[src/rtl/mem_req_pkg.sv]
// Shared types and constants for the decode-to-execute memory request path.
package mem_req_pkg;

    localparam int unsigned MEM_AW     = 20;
    localparam int unsigned REQ_CTRL_W = 3;

    localparam logic RW_READ  = 1'b0;
    localparam logic RW_WRITE = 1'b1;

    typedef struct packed {
        logic [MEM_AW-1:0] addr;
        logic              rw;
        logic              ena;
        logic              ipw;
    } mem_req_t;

endpackage

[src/rtl/mem_req_stage.sv]
// One elastic pipeline slot: a valid bit plus payload register with load/hold and flush.
module mem_req_stage #(
    parameter int unsigned W = 23
) (
    input  logic         clk,
    input  logic         rst,
    input  logic         flush_i,
    input  logic         load_i,
    input  logic         up_valid_i,
    input  logic [W-1:0] up_data_i,
    output logic         valid_o,
    output logic [W-1:0] data_o
);

    logic         valid_q, valid_d;
    logic [W-1:0] data_q, data_d;

    // Payload only moves with a valid request so a bubble never clobbers it.
    always_comb begin
        valid_d = valid_q;
        data_d  = data_q;
        if (flush_i) begin
            valid_d = 1'b0;
        end else if (load_i) begin
            valid_d = up_valid_i;
            if (up_valid_i) begin
                data_d = up_data_i;
            end
        end
    end

    always_ff @(posedge clk or posedge rst) begin
        if (rst) begin
            valid_q <= 1'b0;
            data_q  <= '0;
        end else begin
            valid_q <= valid_d;
            data_q  <= data_d;
        end
    end

    assign valid_o = valid_q;
    assign data_o  = data_q;

endmodule

[src/rtl/mem_req_pipe.sv]
// Elastic DEPTH-stage memory request pipe with backpressure, flush,
// occupancy tracking and an in-flight store-address hazard check.
module mem_req_pipe
    import mem_req_pkg::*;
#(
    parameter int unsigned AW    = MEM_AW,
    parameter int unsigned DEPTH = 2,
    localparam int unsigned CW   = $clog2(DEPTH + 1)
) (
    input  logic          clk,
    input  logic          rst,
    input  logic          flush,
    input  logic          in_valid,
    output logic          in_ready,
    input  logic [AW-1:0] in_addr,
    input  logic          in_rw,
    input  logic          in_ena,
    input  logic          in_ipw,
    output logic          out_valid,
    input  logic          out_ready,
    output logic [AW-1:0] out_addr,
    output logic          out_rw,
    output logic          out_ena,
    output logic          out_ipw,
    input  logic [AW-1:0] chk_addr,
    output logic          chk_hit,
    output logic [CW-1:0] occupancy
);

    localparam int unsigned PW = AW + REQ_CTRL_W;

    typedef struct packed {
        logic [AW-1:0] addr;
        logic          rw;
        logic          ena;
        logic          ipw;
    } req_t;

    logic [DEPTH-1:0] v;
    logic [DEPTH-1:0] rdy;
    logic [PW-1:0]    p [DEPTH];
    logic [PW-1:0]    in_req;
    req_t             out_req;

    logic             in_xfer;
    logic             out_xfer;
    logic [CW-1:0]    occ_q, occ_d;
    logic             hit;

    assign in_req = {in_addr, in_rw, in_ena, in_ipw};

    for (genvar g = 0; g < DEPTH; g++) begin : g_stage
        logic          up_v;
        logic [PW-1:0] up_p;

        if (g == 0) begin : g_head
            assign up_v = in_valid;
            assign up_p = in_req;
        end else begin : g_body
            assign up_v = v[g-1];
            assign up_p = p[g-1];
        end

        mem_req_stage #(
            .W (PW)
        ) u_stage (
            .clk        (clk),
            .rst        (rst),
            .flush_i    (flush),
            .load_i     (rdy[g]),
            .up_valid_i (up_v),
            .up_data_i  (up_p),
            .valid_o    (v[g]),
            .data_o     (p[g])
        );
    end

    // Ready ripples back from the consumer; an empty slot absorbs a stall.
    always_comb begin
        rdy            = '0;
        rdy[DEPTH-1]   = !v[DEPTH-1] || out_ready;
        for (int unsigned k = 1; k < DEPTH; k++) begin
            rdy[DEPTH-1-k] = !v[DEPTH-1-k] || rdy[DEPTH-k];
        end
    end

    assign in_ready = rdy[0] && !flush;

    assign out_req   = req_t'(p[DEPTH-1]);
    assign out_valid = v[DEPTH-1];
    assign out_addr  = out_req.addr;
    assign out_rw    = out_req.rw;
    assign out_ena   = out_req.ena;
    assign out_ipw   = out_req.ipw;

    assign in_xfer  = in_valid && in_ready;
    assign out_xfer = v[DEPTH-1] && out_ready;

    always_comb begin
        if (flush) begin
            occ_d = '0;
        end else begin
            occ_d = occ_q + CW'(in_xfer) - CW'(out_xfer);
        end
    end

    always_ff @(posedge clk or posedge rst) begin
        if (rst) begin
            occ_q <= '0;
        end else begin
            occ_q <= occ_d;
        end
    end

    assign occupancy = occ_q;

    always_comb begin
        req_t r;
        r   = '0;
        hit = 1'b0;
        for (int unsigned i = 0; i < DEPTH; i++) begin
            r = req_t'(p[i]);
            if (v[i] && (r.rw == RW_WRITE) && r.ena && (r.addr == chk_addr)) begin
                hit = 1'b1;
            end
        end
    end

    assign chk_hit = hit;

endmodule

[config.mk]
export PLATFORM = sky130hd
export DESIGN_NAME = mem_req_pipe
export DESIGN_NICKNAME = d
export VERILOG_FILES = /design/src/rtl/mem_req_pkg.sv /design/src/rtl/mem_req_stage.sv /design/src/rtl/mem_req_pipe.sv
export SDC_FILE = /design/constraint.sdc
export NUM_CORES = 1
export LEC_CHECK = 0
export BUFFER_PORTS_ARGS = -buffer_cell sky130_fd_sc_hd__buf_2
export CAP_MARGIN = 10
export CORE_ASPECT_RATIO = 1.25
export CORE_MARGIN = 2
export CORE_UTILIZATION = 50
export CTS_BUF_LIST = sky130_fd_sc_hd__clkbuf_4 sky130_fd_sc_hd__clkbuf_8
export CTS_CLUSTER_DIAMETER = 100
export DETAILED_ROUTE_END_ITERATION = 10
export HOLD_SLACK_MARGIN = 0.1
export PLACE_DENSITY = 0.84
export SETUP_SLACK_MARGIN = 0.15
export SYNTH_ARGS = -nofsm -noshare
export SYNTH_HDL_FRONTEND = slang
export SYNTH_SLANG_ARGS = --single-unit
[constraint.sdc]
create_clock -name clk -period 1.9 [get_ports clk]
set_input_delay 0.095 -clock clk [delete_from_list [all_inputs] [get_ports clk]]
set_output_delay 0.095 -clock clk [all_outputs]
set_load 0.01 [all_outputs]
# After elaboration in Yosys (flattened, before gate mapping)
# Cells that the tools add are included.
totals:
  register_bits: 50
  elab_cells: 35
  out_inout_bits: 28
  input_bits: 48
op_classes:
  bitwise: 1
  mux: 7
  addsub: 2
  eq_ne: 2
  n_reduce_logical: 18
op_table:
  columns: ["op", "count"]
  rows:
  - ["20-bit == test", 2]
  - ["1-bit logical AND", 9]
  - ["1-bit 2-to-1 mux", 6]
  - ["3-bit AND reduction", 2]
  - ["2-bit nonzero test", 2]
  - ["1-bit zero test", 3]
  - ["2-bit by 1-bit adder with 2-bit output", 1]
  - ["1-bit logical OR", 2]
  - ["2-bit 2-to-1 mux", 1]
  - ["2-bit by 1-bit subtractor with 2-bit output", 1]
  - ["1-bit NOT", 1]

# Logic depth before layout (Yosys ltp)
depth:
  ltp_word: 8
  ltp_mapped: 9
  mapped_depth_nobuf: 8

# Modules after synthesis
# A second synthesis with hierarchy kept.
unflattened:
  hier_cells: 178
  area_unflattened_um2: 2582.5
modules_own_cells:
  columns: ["mod", "seq_area_each_um2", "cells_each", "instances", "area_per_inst_um2"]
  rows:
  - ["mem_req_stage", 600.6, 53, 2, 994.7]
  - ["mem_req_pipe", 50.0, 72, 1, 593.1]

# Worst setup path before layout
# No wires, ideal clock.
synth_timing:
  path_kind: "register to register"
  start: "register g_stage[1].u_stage.valid_q"
  end: "register occ_q[0] (netlist: occupancy[0])"
  stages_incl_launch_ff: 9
  setup_ns: 0.118
  period_less_slack_ns: 1.986
  n_path_buf: 1
  arrival_ns: 1.868
  path_slack_ns: -0.086
  t_required_ns: 1.782
  path_cell_list: "dfrtp_1 nor2b_4 a21oi_1 nand2_2 buf_2 ha_1 inv_1 ha_1 nor2b_1"
synth_between:
  elab_chain_len: 8
  word_cells_on_any_way: 9
  classes_between: "add/sub (2); mux (1); reduce/logical (6)"
synth_lines:
  columns: ["item", "line_no", "rtl"]
  rows:
  - ["start, declared", "mem_req_stage.sv:15", "logic valid_q, valid_d;"]
  - ["start signal, assigned", "mem_req_stage.sv:37", "valid_q <= valid_d;"]
  - ["1-bit zero test", "mem_req_pipe.sv:81", "rdy[DEPTH-1] = !v[DEPTH-1] || out_ready;"]
  - ["1-bit logical OR", "mem_req_pipe.sv:81", null]
  - ["1-bit logical OR", "mem_req_pipe.sv:83", "rdy[DEPTH-1-k] = !v[DEPTH-1-k] || rdy[DEPTH-k];"]
  - ["1-bit logical AND", "mem_req_pipe.sv:87", "assign in_ready = rdy[0] && !flush;"]
  - ["via in_ready", "mem_req_pipe.sv:14", "output logic in_ready,"]
  - ["1-bit logical AND", "mem_req_pipe.sv:96", "assign in_xfer = in_valid && in_ready;"]
  - ["2-bit by 1-bit adder with 2-bit output", "mem_req_pipe.sv:103", "occ_d = occ_q + CW'(in_xfer) - CW'(out_xfer);"]
  - ["2-bit by 1-bit subtractor with 2-bit output", "mem_req_pipe.sv:103", null]
  - ["2-bit 2-to-1 mux", "mem_req_pipe.sv:100", "if (flush) begin"]
  - ["via occ_d[0]", "mem_req_pipe.sv:47", "logic [CW-1:0] occ_q, occ_d;"]
  - ["end signal, assigned", "mem_req_pipe.sv:109", "occ_q <= '0;"]
  - ["end signal, assigned", "mem_req_pipe.sv:111", "occ_q <= occ_d;"]
  - ["end, declared", "mem_req_pipe.sv:47", null]
# The timed path passes the listed nets, and every way through them passes these cells.
# A chain may end at the register's enable or synchronous reset.

# Worst setup path in the final report
layout_timing:
  start: "register g_stage[0].u_stage.data_q[21]"
  end: "output chk_hit"
layout_between:
  elab_chain_len: 4
layout_lines:
  columns: ["item", "line_no", "rtl"]
  rows:
  - ["start, declared", "mem_req_stage.sv:16", "logic [W-1:0] data_q, data_d;"]
  - ["start signal, assigned", "mem_req_stage.sv:38", "data_q <= data_d;"]
  - ["20-bit == test", "mem_req_pipe.sv:123", "if (v[i] && (r.rw == RW_WRITE) && r.ena && (r.addr == chk_addr)) begin"]
  - ["1-bit logical AND", "mem_req_pipe.sv:123", null]
  - ["1-bit 2-to-1 mux (2 in a row)", "mem_req_pipe.sv:123", null]
  - ["end, declared", "mem_req_pipe.sv:26", "output logic chk_hit,"]
# No other way between the ends.

==> summary.txt <==
Setup path
  – Critical path's largest stage delay: slightly above 0.4 ns
  – Crit path DAT: approximately 1.7 ns
  – Buf/Inv on CP: 1
  – CP Depth: 5
  – Worst path cell trace: xnor2_1 -> nand4_1 -> nor4_2 -> a22o_1 -> buf_2
  – CP Launch Type: flip-flop
  – Crit-path leading delay family: simple AND/OR/NAND/NOR gates
  – Crit-path max FO: 3
  – Critical path's slowest cell: dfrtp_1
  – Setup CP Type: reg -> out
  – Worst reg2reg path depth: 8
  – Critical Path RT: approximately 1.8 ns
  – Endpoint class of the critical path: output port

Pwr
  – Pleak: around 1.6 nW
  – Peak supply drop: 0.000658 V
  – Pwr per Cell Area: between 900 and 1000 nW/um^2

Clock tree
  – Post-CTS Setup Bufs: 0
  – Clock sink count: 50
  – Worst-Skew Late Latency: 0.30 ns
  – CTS buffer count: 5
  – TritonCTS clock tree: built
  – CTS root buffer: clkbuf_8
  – Clock-pin slew of the registers on the worst-case setup and hold paths: 0.09 ns
  – H-tree levels: 2
  – Maximum clock insertion buffer count: 2

Routing
  – Antenna violation net count after detailed routing: 0
  – Met1 WL: 2220 um
  – Wire length on met2: 2790 um
  – DR top layer: met4
  – DRC Markers: 0
  – DR iter-0 viols: 41
  – DR vias/cell: approximately 5.0
  – Vias: ~1700
  – Drt wl/cell: approximately 16 um
  – Met3 wire len: roughly 250 um
  – DRT Pass-1 Iters: 4
  – Total wire length: between 5000 and 6000 um

Floorplan
  – Die width: 66.9 um
  – Full die area: roughly 5500 um^2
  – Core Region: roughly 4800 um^2
  – Starting Density: 0.519
  – Row count: 28
  – Die Span Y: just over 80 um
  – IO Pins: 76

Run
  – Max Cap Violations: 0

Final layout
  – Final core occ: 0.700
  – Diodes inserted: 0
  – Fin nets: roughly 330
  – Layout cell share with drive strength beyond 1: 0.518
  – P&R area growth vs syn: 34.8%

Logic synthesis
  – Syn Inst Count: about 180
  – FFs w/ async S/R, synth: 1.00
  – Post-synth EDFFs: 0
  – Post-synth top area share: 0.506
  – Adder-cell share of the synthesized area: 0.0101
  – Combinational family with the most area after synthesis: multiplexers
  – Synth Area in Simple Gates: 0.0607
  – Commonest cells post-synth: dfrtp_1, xnor2_1, mux2_2, mux2_4, nand4_1
  – Largest cells by area after synthesis: dfrtp_1, xnor2_1, mux2_4, mux2_2, nand4_1
  – Mean post-synth cell area: approximately 14 um^2
  – Mux share of post-synthesis cell area: 0.240
  – Synth Area in XOR/XNOR: 0.149
  – Compound-gate portion of the synthesized area: 0.00758
  – Netlist Area Pre-Place: between 2000 and 2500 um^2
  – Post-synth top area cell: dfrtp_1
  – Ys Warns: 0
  – Synth cell types: 22
  – Mapped Nets: about 230
  – Sequential share of the synthesized area: 0.506
  – Top-count cell post-synth: dfrtp_1
  – Most used flip-flop cell after synthesis: dfrtp_1
  – Synthesis-stage register bit count: 50

STA
  – Fin. Hold Viols: 0
  – Setup TNS: 0 ns
  – Max Slew Vio Count: 0
  – Minimum clock period: between 1.5 and 2 ns
  – Period Utilization, post-route: 0.916
  – Slew @ Worst Pin: approximately 0.36 ns
  – Fmax achieved: approximately 0.57 GHz
  – Final setup vio count: 0
  – Max_slew headroom: 0.758
  – RSZ-0062 raised after global routing: true
  – Final clock skew: between 0.006 and 0.007 ns

GRT
  – First-pass GRT wire length: roughly 8200 um
  – Number of global-route vias before repair: ~1800
  – GRT Util Overall: 0.206
  – GR Overflow Total: 0
  – Pin count of the biggest net entering global routing: 19
  – Initial antenna violation count: 0

Hold path
  – HP Class: in -> reg
  – Hold Path Stages: 4

Place
  – Placer Congestion: between 0.7 and 0.8
  – Port Buffer Count: 75
  – Dpl hpwl: slightly below 4000 um

Outcome
  – Status: completed
==> registers in the layout, indices dropped and copies added, names as in the netlist <==
register / cells
g_stage.u_stage.data_o: 46
g_stage.u_stage.valid_o: 2
occupancy: 2
==> worst paths after layout <==
path / start / end / slack (ns)
min: out_ready / g_stage[1].u_stage.valid_o / 0.14
max in group asynchronous: rst / g_stage[0].u_stage.data_o[11] / 1.04
max reg2reg: g_stage[1].u_stage.valid_o / occupancy[1] / 0.28
max: g_stage[0].u_stage.data_o[21] / chk_hit / 0.16
min in group asynchronous: rst / g_stage[0].u_stage.data_o[14] / 0.29
min reg2reg: g_stage[0].u_stage.data_o[0] / g_stage[0].u_stage.data_o[0] / 0.52
==> cell type report <==
| class | instances | area, um^2 |
|---|---|---|
| clock buffers | 7 | 90.1 |
| clock inverters | 1 | 5.00 |
| fillers | 350 | 1430 |
| inverters | 2 | 7.51 |
| multi-input cells | 118 | 1230 |
| flip-flops and latches | 50 | 1250 |
| well taps | 60 | 75.1 |
| repair buffers | 106 | 673 |
==> cells in the final DEF (no fill, tap or decap), types with 2 or more instances in the layout <==
cell	count
buf_2	75
buf_4	5
clkbuf_8	6
dfrtp_1	50
dlygate4sd3_1	26
mux2_2	26
mux2_4	20
nand3_1	4
nand4_1	8
nor2_1	4
nor3_1	2
xnor2_1	33
xnor2_2	6
xor2_1	3
==> power by group <==
group	internal (W)	leakage (nW)	switching, W	total (W)
clock network	0.000309	0.0517	0.000341	0.000650
registers	0.00129	0.597	0.000226	0.00152
logic	0.000613	0.931	0.000386	0.000998
==> worst reg2reg max path, cell delays in order (launching register included) <==
cell     delay (ns)
dfrtp_1        0.41
nor2b_4        0.15
a21oi_4        0.16
nand2_4        0.11
ha_4           0.27
inv_1          0.03
ha_1           0.18
xnor2_1        0.15
nor2_1         0.06
==> stage by stage <==
step / instance area, um^2 / hold slack, ns / instances / setup slack (ns) / power, W
finish: 3340 / 0.137 / 344 / 0.160 / 0.00317
global placement: 2930 / 0.0860 / 310 / 0.315 / 0.00243
floorplan: 2500 / 0.161 / 175 / 0.150 / 0.00212
CTS: 3300 / 0.125 / 344 / 0.152 / 0.00316
detailed placement: 2930 / 0.0918 / 310 / 0.250 / 0.00247
global route: 3340 / 0.190 / 344 / 0.0645 / 0.00334
==> routing by layer <==
metal	global-route usage	up-vias
li1	-	823
met3	0.0379	11
met4	0.104	0
met2	0.357	49
met1	0.245	849
met5	0	-
==> timing repair <==
action                                  CTS  global route
pin swaps                                 1             8
endpoints found under the hold margin    42             0
resized for setup                         2             6
hold buffers                             26             0
endpoints found under the setup margin    1             2
==> cell families (layout without fill, tap and decap cells) <==
| logic type | Yosys count | in the layout |
|---|---|---|
| buffers and inverters | 7 | 116 |
| adders and majority gates | 2 | 2 |
| and+or+nand+nor | 25 | 25 |
| AOI/OAI and AO/OA | 3 | 3 |
| DFF | 50 | 50 |
| xor gates and xnor gates | 42 | 42 |
| muxes | 46 | 46 |
(Power assumes the default switching activity.)
